### src/rtl/janela_amostras.sv
// janela_amostras: builds a 7-tap sliding window over a line of unsigned pixels.
// Pixels beyond either line edge repeat the nearest edge pixel. One window is
// produced per input pixel, with in3 holding the centre pixel.
module janela_amostras #(
  parameter int DATA_WIDTH = 8
) (
  input  logic                         clock,
  input  logic                         reset,
  input  logic                         enable,
  input  logic                         in_valid,
  output logic                         in_ready,
  input  logic        [DATA_WIDTH-1:0] in_data,
  input  logic                         line_last,
  output logic                         out_valid,
  output logic signed [DATA_WIDTH+1:0] in0,
  output logic signed [DATA_WIDTH+1:0] in1,
  output logic signed [DATA_WIDTH+1:0] in2,
  output logic signed [DATA_WIDTH+1:0] in3,
  output logic signed [DATA_WIDTH+1:0] in4,
  output logic signed [DATA_WIDTH+1:0] in5,
  output logic signed [DATA_WIDTH+1:0] in6
);

  typedef enum logic [1:0] {
    IDLE,
    RUN,
    FLUSH
  } state_t;

  state_t                state_q, state_d;
  logic [DATA_WIDTH-1:0] sr_q [7];
  logic [DATA_WIDTH-1:0] sr_d [7];
  logic [1:0]            shcnt_q, shcnt_d;
  logic [1:0]            flcnt_q, flcnt_d;
  logic                  out_valid_q, out_valid_d;
  logic                  accept;
  logic                  shift;

  assign in_ready = enable & (state_q != FLUSH);
  assign accept   = in_valid & in_ready;

  // The taps are the shift register itself, zero-extended so the sign bit stays clear.
  assign in0 = {2'b00, sr_q[0]};
  assign in1 = {2'b00, sr_q[1]};
  assign in2 = {2'b00, sr_q[2]};
  assign in3 = {2'b00, sr_q[3]};
  assign in4 = {2'b00, sr_q[4]};
  assign in5 = {2'b00, sr_q[5]};
  assign in6 = {2'b00, sr_q[6]};
  assign out_valid = out_valid_q;

  // Next-state logic: load on first pixel, shift on later pixels, replicate last pixel while flushing.
  always_comb begin
    state_d     = state_q;
    sr_d        = sr_q;
    shcnt_d     = shcnt_q;
    flcnt_d     = flcnt_q;
    shift       = 1'b0;
    out_valid_d = 1'b0;

    unique case (state_q)
      IDLE: begin
        if (accept) begin
          for (int unsigned i = 0; i < 7; i++) sr_d[i] = in_data;
          shcnt_d = '0;
          flcnt_d = '0;
          state_d = line_last ? FLUSH : RUN;
        end
      end
      RUN: begin
        if (accept) begin
          for (int unsigned i = 0; i < 6; i++) sr_d[i] = sr_q[i+1];
          sr_d[6] = in_data;
          shift   = 1'b1;
          if (line_last) begin
            flcnt_d = '0;
            state_d = FLUSH;
          end
        end
      end
      FLUSH: begin
        if (enable) begin
          for (int unsigned i = 0; i < 6; i++) sr_d[i] = sr_q[i+1];
          sr_d[6] = sr_q[6];
          shift   = 1'b1;
          if (flcnt_q == 2'd2) begin
            flcnt_d = '0;
            state_d = IDLE;
          end else begin
            flcnt_d = flcnt_q + 2'd1;
          end
        end
      end
      default: state_d = IDLE;
    endcase

    if (shift) begin
      shcnt_d     = (shcnt_q == 2'd3) ? 2'd3 : shcnt_q + 2'd1;
      out_valid_d = (shcnt_d == 2'd3);
    end
  end

  // State, window and counter registers with synchronous reset.
  always_ff @(posedge clock) begin
    if (reset) begin
      state_q     <= IDLE;
      shcnt_q     <= '0;
      flcnt_q     <= '0;
      out_valid_q <= 1'b0;
      for (int unsigned i = 0; i < 7; i++) sr_q[i] <= '0;
    end else begin
      state_q     <= state_d;
      shcnt_q     <= shcnt_d;
      flcnt_q     <= flcnt_d;
      out_valid_q <= out_valid_d;
      sr_q        <= sr_d;
    end
  end

endmodule
### config.mk
export PLATFORM = sky130hd
export DESIGN_NAME = janela_amostras
export DESIGN_NICKNAME = d
export VERILOG_FILES = /design/src/rtl/janela_amostras.sv
export SDC_FILE = /design/constraint.sdc
export NUM_CORES = 1
export LEC_CHECK = 0
export ABC_CLOCK_PERIOD_IN_PS = 4300
export CAP_MARGIN = 20
export CORE_MARGIN = 2
export CORE_UTILIZATION = 52
export CTS_BUF_LIST = sky130_fd_sc_hd__clkbuf_4 sky130_fd_sc_hd__clkbuf_8 sky130_fd_sc_hd__clkbuf_16
export DETAILED_ROUTE_END_ITERATION = 8
export PLACE_DENSITY = 0.85
export SYNTH_ARGS = -nofsm -noshare
export SYNTH_HDL_FRONTEND = slang
export SYNTH_SLANG_ARGS = --single-unit
### constraint.sdc
create_clock -name clock -period 4.3 [get_ports clock]
set_clock_uncertainty 0.1 [all_clocks]
set_input_delay 0.645 -clock clock [delete_from_list [all_inputs] [get_ports clock]]
set_output_delay 0.645 -clock clock [all_outputs]
set_load 0.05 [all_outputs]
Word-level counts from Yosys, hierarchy flattened:

Cells that the tools add are included.

* div/mod/pow operators: 0
* bitwise logic cells: 4
* add/subtract/negate cells: 2
* mux-type cells: 23
* reductions and logical operators: 11
* multipliers: 0
* equal/unequal tests: 11
* magnitude comparators: 0
* shifts and indexed selects: 0

Operators with widths (number)
* 2-to-1 mux 56 bit: 3
* case mux 56 bit (3 select lines): 1
* 2-to-1 mux 2 bit: 14
* inequality test 2 bit (second input constant): 6
* case mux 2 bit (3 select lines): 2
* AND reduction 5 bit: 2
* equality test 2 bit (second input constant): 4
* AND reduction 4 bit: 2
* nonzero test 2 bit: 3
* adder 2 x 1 -> 2 bit (second input constant): 2
* nonzero test 3 bit: 1
* AND 1 bit: 2
* equality test 2 x 1 -> 1 bit (second input constant): 1
* zero test 2 bit: 1
* 2-to-1 mux 1 bit: 2
* NOT 1 bit: 2
* case mux 1 bit (2 select lines): 1
* AND reduction 2 bit: 1
* OR reduction 2 bit: 1

* bits in latches: 0
* ROM bits: 0
* memories: 0
* flip-flop bits (word level): 63
* memory bits (writable): 0
* logic and storage cells: 62

Longest topological paths before layout:

Gate-level depths: netlist of run 1.

* depth in word-level cells: 7
* gate-level depth with buffers: 9

Least setup slack after synthesis of run 1:

OpenSTA, ideal clock, no wires.

* path type: register to output
* from: reg state_q[0]
* to: out in_ready
* stages on the path, launching flop included: 5
* path slack: 2.122 ns
* path buffers: 1
* data arrival time: 1.433 ns
* data required time: 3.555 ns
* path through: dfxtp_1 -> inv_1 -> ha_1 -> buf_6 -> nor2b_1

* longest elaborated chain between the ends: 2

RTL lines
* from (decl): line 30 `state_t state_q, state_d;`
* from (signal assigned): line 112 `state_q <= state_d;`
* inequality test 2 bit: line 39 `assign in_ready = enable & (state_q != FLUSH);`
* AND 1 bit: line 39
* to (decl): line 11 `output logic in_ready,`

No other way between the ends.

Worst setup path after layout of run 1:

* from: in enable
* to: out in_ready

* longest elaborated chain between the ends: 1

RTL lines
* from (decl): line 9 `input logic enable,`
* AND 1 bit: line 39

No other way between the ends.

==> impl_metrics.ini, run 1 <==
[cts]
clockBufferDepth = 2
cts_resized = 0
clockRootBuffer = clkbuf_8
path_clk_slew_ns = 0.07
cts_buffers = 9
cts_setup_buffers = 0
postCtsHoldBufs = 0
htreeDepth = 3
cts.sinks = 63
insertion_delay_ns = 0.33
cts_tree = yes

[hold_path]
hold_path_class = flip-flop to flip-flop

[power]
fin_total_pwr_mw = 2.93
ir_worst_vdd_v = 0.000380
power.density_nw_per_um2 = 744
leakage_nw = 1.39

[timing]
fin_tns_setup_ns = 0
slew_headroom_pct = 35.1
setup_violations = 0
hold_slack_ns = 0.378
worst_slew_pin_slew_ns = 0.971
min_period_ns = 2.84
rsz0062_at_grt = false
max_freq_ghz = 0.353
slew_viol_final = 0
hold_violations = 0
finalCritPeriodShare_pct = 66.0

[yosys]
yosys_warnings = 0
synth_cell_type_count = 34
synth_cells = 380
syn_area_um2 = 3170
ys_ff_latch = 63
avgSynthCellArea_um2 = 8.35
ys_seq_area_share_pct = 39.8

[setup_path]
cp.buffers_inverters = 2
critPathTopFamily = buffers and inverters
critical_path_required_ns = 3.56
start_kind = primary input
cpPeakStageDelay_ns = 0.81
cpMaxStageDelayCell = clkdlybuf4s50_1
timing.critical_path.fanout_max = 4
arrival_ns = 2.09
worstSetupEndpointType = primary output
crit_type = primary input to primary output
worstPathCellList = clkdlybuf4s50_1 -> nor2b_1 -> clkdlybuf4s50_1
critical_path.most_common_cell = clkdlybuf4s50_1

[place]
place.gp.congestion = 0.819
port_buffers = 70
dp_cells = 492
dp_hpwl_um = 4650

[die]
start_util_pct = 53.6
coreArea_um2 = 5920
io_pins = 85
rows = 28
fp.dieW_um = 82.1
dieArea_um2 = 6740
die_h_um = 82.1

[cells_and_area]
syn2layout_area_growth_pct = 24.3
nFillCells = 503
insertedDiodeCount = 0
final_nets = 446
utilization_pct = 66.6
seq_area_um2 = 1260
multi_input_area_um2 = 1590
drive_gt1_share_pct = 6.91
final_cells = 509

[detailed_routing]
drtIter0Drc = 174
vias = 2858
drtPass1Iterations = 4
routed_wl_um = 7390
viasPerCell = 5.61
ant_nets = 0
drc = 0
wl_per_cell_um = 14.5

[global_routing]
grt_pass1_wl_um = 12000
grt_max_degree = 100
antenna_found_initial = 0
grt_pass1_vias = 2486
grt_usage_pct = 22.9
overflow = 0

[outcome]
status = completed

[run]
drv_cap = 0
-- final cells by class --
cell class / instances / share of cell area [%]
Tap cell: 75 / 2.38
Multi-Input combinational cell: 278 / 40.4
Inverter: 3 / 0.286
Clock buffer: 10 / 3.49
Clock inverter: 6 / 2.73
Sequential cell: 63 / 32.0
Timing Repair Buffer: 74 / 18.7
-- report_power, final --
group          internal (mW)  leakage, nW  switching (mW)
logic                  0.488        0.752           0.982
registers              0.728        0.515           0.110
clock network          0.399        0.122           0.227
-- logic make-up (layout without fill, tap and decap cells) --
logic type / count (synthesis) / after routing / share of synthesized area (%)
and+or+nand+nor: 97 / 97 / 18.0
DFF: 63 / 63 / 39.8
buffers and inverters: 52 / 93 / 11.6
muxes: 11 / 11 / 3.47
adders and majority gates: 4 / 4 / 1.58
other: 1 / 14 / 0.118
AOI/OAI and AO/OA: 152 / 152 / 25.4
-- worst register-to-register path: stages (launching register included) --
cell and delay, ns:
dfxtp_1 0.40, inv_1 0.09, ha_1 0.51, o21a_2 0.81, a21oi_1 0.17, or3_1 0.36
a21oi_1 0.17
-- cell usage in the layout (no fill, tap or decap), types with 10 or more instances in the layout --
master,n
o21ai_0,18
dfxtp_1,63
nor2_1,11
o21ai_1,30
clkbuf_8,10
a21oi_1,93
nor2b_1,11
clkdlybuf4s50_1,69
mux2i_1,11
conb_1,14
or3_1,49
-- Yosys cell counts --
library cell / instances / area (um2)
a21oi_1: 93 / 465
dfxtp_1: 63 / 1260
or3_1: 49 / 307
o21ai_1: 30 / 150
o21ai_0: 18 / 90.1
clkbuf_1: 17 / 63.8
buf_4: 14 / 105
mux2i_1: 11 / 110
nor2_1: 11 / 41.3
nor2b_1: 11 / 68.8
and2_1: 8 / 50.1
buf_2: 7 / 35.0
buf_6: 7 / 78.8
nand2_1: 6 / 22.5
a21oi_2: 4 / 35.0
ha_1: 4 / 50.1
buf_12: 3 / 60.1
inv_1: 3 / 11.3
nand2b_1: 3 / 18.8
nor3b_1: 3 / 22.5
nand3_1: 2 / 10.0
a211o_1: 1 / 8.76
a211oi_1: 1 / 7.51
a21boi_0: 1 / 7.51
a21o_1: 1 / 7.51
a21oi_4: 1 / 16.3
a32o_1: 1 / 10.0
and3b_2: 1 / 10.0
buf_8: 1 / 15.0
conb_1: 1 / 3.75
nand4b_1: 1 / 8.76
nor2_2: 1 / 6.26
nor3_1: 1 / 5.00
o21a_2: 1 / 8.76
-- sequential cells by signal, summed over array words and instances (netlist names), 8 cells and up --
register and flops:
in4 8, in1 8, in3 8, in5 8
in2 8, in0 8, in6 8
-- worst paths after layout --
path	start	cells after the start	end	slack [ns]
setup / recovery	enable	3	in_ready	1.46
hold / removal	in0[2]$_SDFFE_PP0P_	2	in0[2]$_SDFFE_PP0P_	0.38
setup reg to reg	state_q[1]$_SDFFE_PP0P_	6	in5[4]$_SDFFE_PP0P_	1.62
hold reg to reg	in0[2]$_SDFFE_PP0P_	2	in0[2]$_SDFFE_PP0P_	0.38
-- routing by layer --
metal	vias to the layer above	wire (um)	track usage [%]
met1	1340	3390	32.2
met5	-	0	0
met4	0	108	8.67
met3	11	347	3.80
li1	1419	-	-
met2	88	3550	35.2
-- per-stage QoR --
| step | cell area, um2 | worst slack [ns] |
|---|---|---|
| after floorplan | 3220 | 2.12 |
| after global placement | 3680 | 1.48 |
| after detailed placement | 3680 | 1.47 |
| after CTS | 3920 | 1.47 |
| after global routing | 3940 | 1.40 |
| final | 3940 | 1.46 |
No activity file was read; power rests on OpenSTA's default activity.
==> run 2: changes to the inputs <==
ABC_CLOCK_PERIOD_IN_PS = 2700   (was 4300)
CORE_UTILIZATION = 49   (was 52)
PLACE_DENSITY = 0.81   (was 0.85)
clock period = 2.7 ns   (was 4.3 ns; I/O delays follow)
==> run 2 against run 1 <==
Effect of this change: wire length decreased by 2.2%; utilization fell by 4.3 points; cell area down 0.19%; sequential cell count unchanged; critical path depth increased by 4; die area rose by 5.8%; setup slack worse by 0.94 ns; clock power is 31% higher; sequential share of layout area is 0.061 points higher; critical path type is now flip-flop to flip-flop.
==> impl_metrics.ini, run 2 (synthesis results as in run 1) <==
[outcome]
status = completed

[setup_path]
critical_path_required_ns = 2.87
crit_type = flip-flop to flip-flop
critical_path.most_common_cell = a21oi_1
timing.critical_path.fanout_max = 48
worstSetupEndpointType = flip-flop
cp.buffers_inverters = 2
start_kind = flip-flop
cpMaxStageDelayCell = ha_1
reg2reg_from = state_q[0]$_SDFFE_PP0P_
arrival_ns = 2.35
critPathTopFamily = adder cells
worstPathCellList = inv_1 -> ha_1 -> o21a_2 -> buf_12 -> a21oi_1 -> or3_1 -> a21oi_1
cpPeakStageDelay_ns = 0.50
startpoint = state_q[0]$_SDFFE_PP0P_

[timing]
hold_violations = 0
worst_slew_pin_slew_ns = 0.571
rsz0062_at_grt = false
finalCritPeriodShare_pct = 80.6
setup_violations = 0
slew_viol_final = 0
min_period_ns = 2.18
fin_tns_setup_ns = 0
max_freq_ghz = 0.459
slew_headroom_pct = 61.8

[cts]
postCtsHoldBufs = 0
clockBufferDepth = 2
insertion_delay_ns = 0.34
path_clk_slew_ns = 0.07
cts_resized = 0
cts_tree = yes
clockRootBuffer = clkbuf_8
cts.sinks = 63
htreeDepth = 3
cts_setup_buffers = 0
cts_buffers = 9

[power]
sw_frac_of_total_pct = 46.6
p_int_mw = 2.42
p_switching_mw = 2.11
power_frac_clock_pct = 18.1
power.density_nw_per_um2 = 1150
leakage_nw = 1.38
p_comb_share_pct = 52.2
ir_worst_vdd_v = 0.000618
fin_total_pwr_mw = 4.52
share_seq_of_total_power_pct = 29.7

[global_routing]
overflow = 0
grt_usage_pct = 20.2
grt_pass1_wl_um = 11800
grt_util_met3_pct = 4.13
use_met1_pct = 29.0
grt_use_met2_pct = 29.5
grt_max_degree = 100
grt_pass1_vias = 2423
antenna_found_initial = 0
busiest_layer = met2

[cells_and_area]
drive_gt1_share_pct = 7.57
final_nets = 448
final_cells = 513
mostFrequentLayoutCells = a21oi_1, clkdlybuf4s50_1, dfxtp_1, or3_1, o21ai_1
insertedDiodeCount = 0
nFillCells = 568
final_common_cell = a21oi_1
syn2layout_area_growth_pct = 24.1

[detailed_routing]
viasPerCell = 5.53
drtPass1Iterations = 5
routed_wl_um = 7230
vias = 2838
ant_nets = 0
drtIter0Drc = 220
drc = 0
wl_per_cell_um = 14.1

[hold_path]
hold_path_class = flip-flop to flip-flop
min_from = in0[7]$_SDFFE_PP0P_

[die]
fp.dieW_um = 84.5
rows = 29
start_util_pct = 50.2
dieArea_um2 = 7130
coreArea_um2 = 6310
io_pins = 85
die_h_um = 84.5

[run]
drv_cap = 0

[place]
place.gp.congestion = 0.812
dp_hpwl_um = 4710
dp_cells = 497
port_buffers = 70
run 2: cell types whose count changed in the layout (fill, tap and decap cells not counted):
cell	delta
buf_4	+1
bufinv_16	-2
buf_12	+2
clkinv_2	+1
clkdlybuf4s50_1	-1
clkinvlp_4	+1
run 2: final timing paths:
path	end	slack [ns]	depth (start not counted)
max	in2[3]$_SDFFE_PP0P_	0.52	7
max reg2reg	in2[3]$_SDFFE_PP0P_	0.52	7
min reg2reg	in0[7]$_SDFFE_PP0P_	0.37	2
min	in0[7]$_SDFFE_PP0P_	0.37	2
run 2: worst min-delay path, stage by stage (launching register included):
cell and delay [ns]:
dfxtp_1 0.31, o21ai_0 0.06, a21oi_1 0.06
run 2: metrics by stage:
step           hold slack (ns)  utilization, %  setup WS, ns  area [um2]
3_3_place_gp             0.360            59.2         0.538        3740
4_1_cts                  0.375            62.3         0.533        3940
3_5_place_dp             0.366            59.2         0.470        3740
5_1_grt                  0.394            62.3         0.352        3940
2_1_floorplan            0.353               -         0.762        3220
6_report                 0.373            62.3         0.524        3940
run 2: area by class of cell:
cell class	count	area (um2)	share of cell area, %
well taps	77	96.3	2.45
inverters	3	11.3	0.286
repair buffers	76	776	19.7
clock buffers	10	138	3.50
multi-input cells	278	1590	40.5
clock inverters	6	60.1	1.53
flip-flops and latches	63	1260	32.1
run 2: metal layers:
metal  part of all wire, %  wire length, um
met1                    47             3400
met2                    46             3320
met3                   5.6              402
met4                   1.6              113
met5                     0                0
run 2: power groups by stage:
stage	clock [mW]	sequential, mW	combinational (mW)
2_1_floorplan	0	2.05	1.18
3_3_place_gp	0	1.36	2.32
3_5_place_dp	0	1.36	2.35
4_1_cts	0.830	1.35	2.36
5_1_grt	0.876	1.38	2.53
6_report	0.818	1.34	2.36
==> run 3: changes to the inputs <==
ABC_CLOCK_PERIOD_IN_PS = 2000   (was 2700)
CORE_UTILIZATION = 44   (was 49)
PLACE_DENSITY = 0.77   (was 0.81)
clock period = 2 ns   (was 2.7 ns; I/O delays follow)
==> run 3 against run 2 <==
Effect of this change: global-route usage rose by 1.4 points; via count grew 5.1%; first-iteration DRC count increased by 44%; register-to-register slack got worse by 0.43 ns; sequential power grew 37%; cell area rose by 6.0%; critical path type is now flip-flop to primary output.
==> impl_metrics.ini, run 3 (synthesis results as in run 1) <==
[outcome]
status = completed

[timing]
setup_violations = 0
hold_violations = 0
finalCritPeriodShare_pct = 98.8
min_period_ns = 1.98
worst_slew_pin_slew_ns = 0.533
slew_viol_final = 0
fin_tns_setup_ns = 0
slew_headroom_pct = 64.3
max_freq_ghz = 0.506

[detailed_routing]
drtPass1Iterations = 4
wl_per_cell_um = 15.3
ant_nets = 0
viasPerCell = 5.43
drtIter0Drc = 317
routed_wl_um = 8380
drc = 0
vias = 2982

[global_routing]
grt_pass1_vias = 2678
overflow = 0
grt_usage_pct = 21.6
use_met1_pct = 29.6
antenna_found_initial = 0
busiest_layer = met2
grt_pass1_wl_um = 13100
grt_util_met3_pct = 4.43
grt_max_degree = 59
grt_use_met2_pct = 33.0

[setup_path]
cp.buffers_inverters = 1
crit_type = flip-flop to primary output
cpPeakStageDelay_ns = 0.83
cpMaxStageDelayCell = clkdlybuf4s50_1
critical_path_required_ns = 1.60
timing.critical_path.fanout_max = 3
worstSetupEndpointType = primary output
start_kind = flip-flop
worstPathCellList = clkdlybuf4s50_1
r2r_cells = 7
critPathTopFamily = buffers and inverters
cp.depth = 1
arrival_ns = 1.58

[die]
start_util_pct = 46.2
dieArea_um2 = 7900
rows = 30
io_pins = 85
coreArea_um2 = 6870
fp.dieW_um = 88.9
die_h_um = 88.9

[power]
p_switching_mw = 3.00
share_seq_of_total_power_pct = 28.4
power.density_nw_per_um2 = 1540
leakage_nw = 1.53
fin_total_pwr_mw = 6.42
p_int_mw = 3.43
p_comb_share_pct = 56.2
power_frac_clock_pct = 15.4
ir_worst_vdd_v = 0.000881
sw_frac_of_total_pct = 46.6

[cts]
cts_buffers = 9
cts_tree = yes
cts_setup_buffers = 0
path_clk_slew_ns = 0.07
clockBufferDepth = 2
cts.sinks = 63
htreeDepth = 3
postCtsHoldBufs = 0
insertion_delay_ns = 0.35
clockRootBuffer = clkbuf_8

[cells_and_area]
mostFrequentLayoutCells = a21oi_1, clkdlybuf4s50_1, dfxtp_1, or3_1, o21ai_1
final_cells = 549
final_common_cell = a21oi_1
insertedDiodeCount = 0
final_nets = 466
finalInstanceArea_um2 = 4170
syn2layout_area_growth_pct = 31.5
drive_gt1_share_pct = 12.8

[hold_path]
worst_hold_path.num_cells = 2
hold_path_class = primary input to flip-flop

[place]
placedInstanceArea_um2 = 3950
dp_hpwl_um = 5620
place.gp.congestion = 0.842
port_buffers = 70
dp_cells = 533

[run]
drv_cap = 0
[run 3: power groups by stage]
stage | logic [mW] | clock network [mW] | registers [mW]
5_1_grt | 3.86 | 1.05 | 1.86
2_1_floorplan | 1.60 | 0 | 2.77
3_3_place_gp | 3.43 | 0 | 1.84
3_5_place_dp | 3.49 | 0 | 1.84
4_1_cts | 3.54 | 0.993 | 1.82
6_report | 3.61 | 0.987 | 1.83
[run 3: per-stage QoR]
step / setup slack (ns) / util [%] / hold WS [ns]
global placement: 0.0270 / 57.4 / 0.361
finish: 0.0242 / 60.7 / 0.170
detailed placement: -0.0152 / 57.4 / 0.368
floorplan: 0.145 / - / 0.353
global route: -0.00332 / 60.7 / 0.188
CTS: 0.0140 / 60.2 / 0.158
[run 3: final timing paths]
check | startpoint | endpoint | slack (ns)
max reg2reg | state_q[0]$_SDFFE_PP0P_ | flcnt_q[1]$_SDFFE_PP0P_ | 0.09
min reg2reg | in0[0]$_SDFFE_PP0P_ | in0[0]$_SDFFE_PP0P_ | 0.38
min | reset | in1[7]$_SDFFE_PP0P_ | 0.17
max | in4[0]$_SDFFE_PP0P_ | in4[0] | 0.02
[run 3: layer usage]
layer,wire length [um],share of wire (%),up-vias
met2,3970,47,102
met3,538,6.4,12
met5,0,0,-
met1,3700,44,1409
met4,170,2.0,0
li1,-,-,1459
[run 3: timing repair]
action	in CTS	in global routing
setup endpoints to repair	9	44
resized for setup	5	6
gates cloned	0	1
[run 3: area by class of cell]
| cell class | count | area [um2] |
|---|---|---|
| clock inverter | 4 | 22.5 |
| fill | 600 | 2700 |
| sequential | 63 | 1260 |
| clock buffer | 11 | 145 |
| timing repair buffer | 94 | 995 |
| tap | 96 | 120 |
| multi-input combinational | 278 | 1610 |
| inverter | 3 | 11.3 |
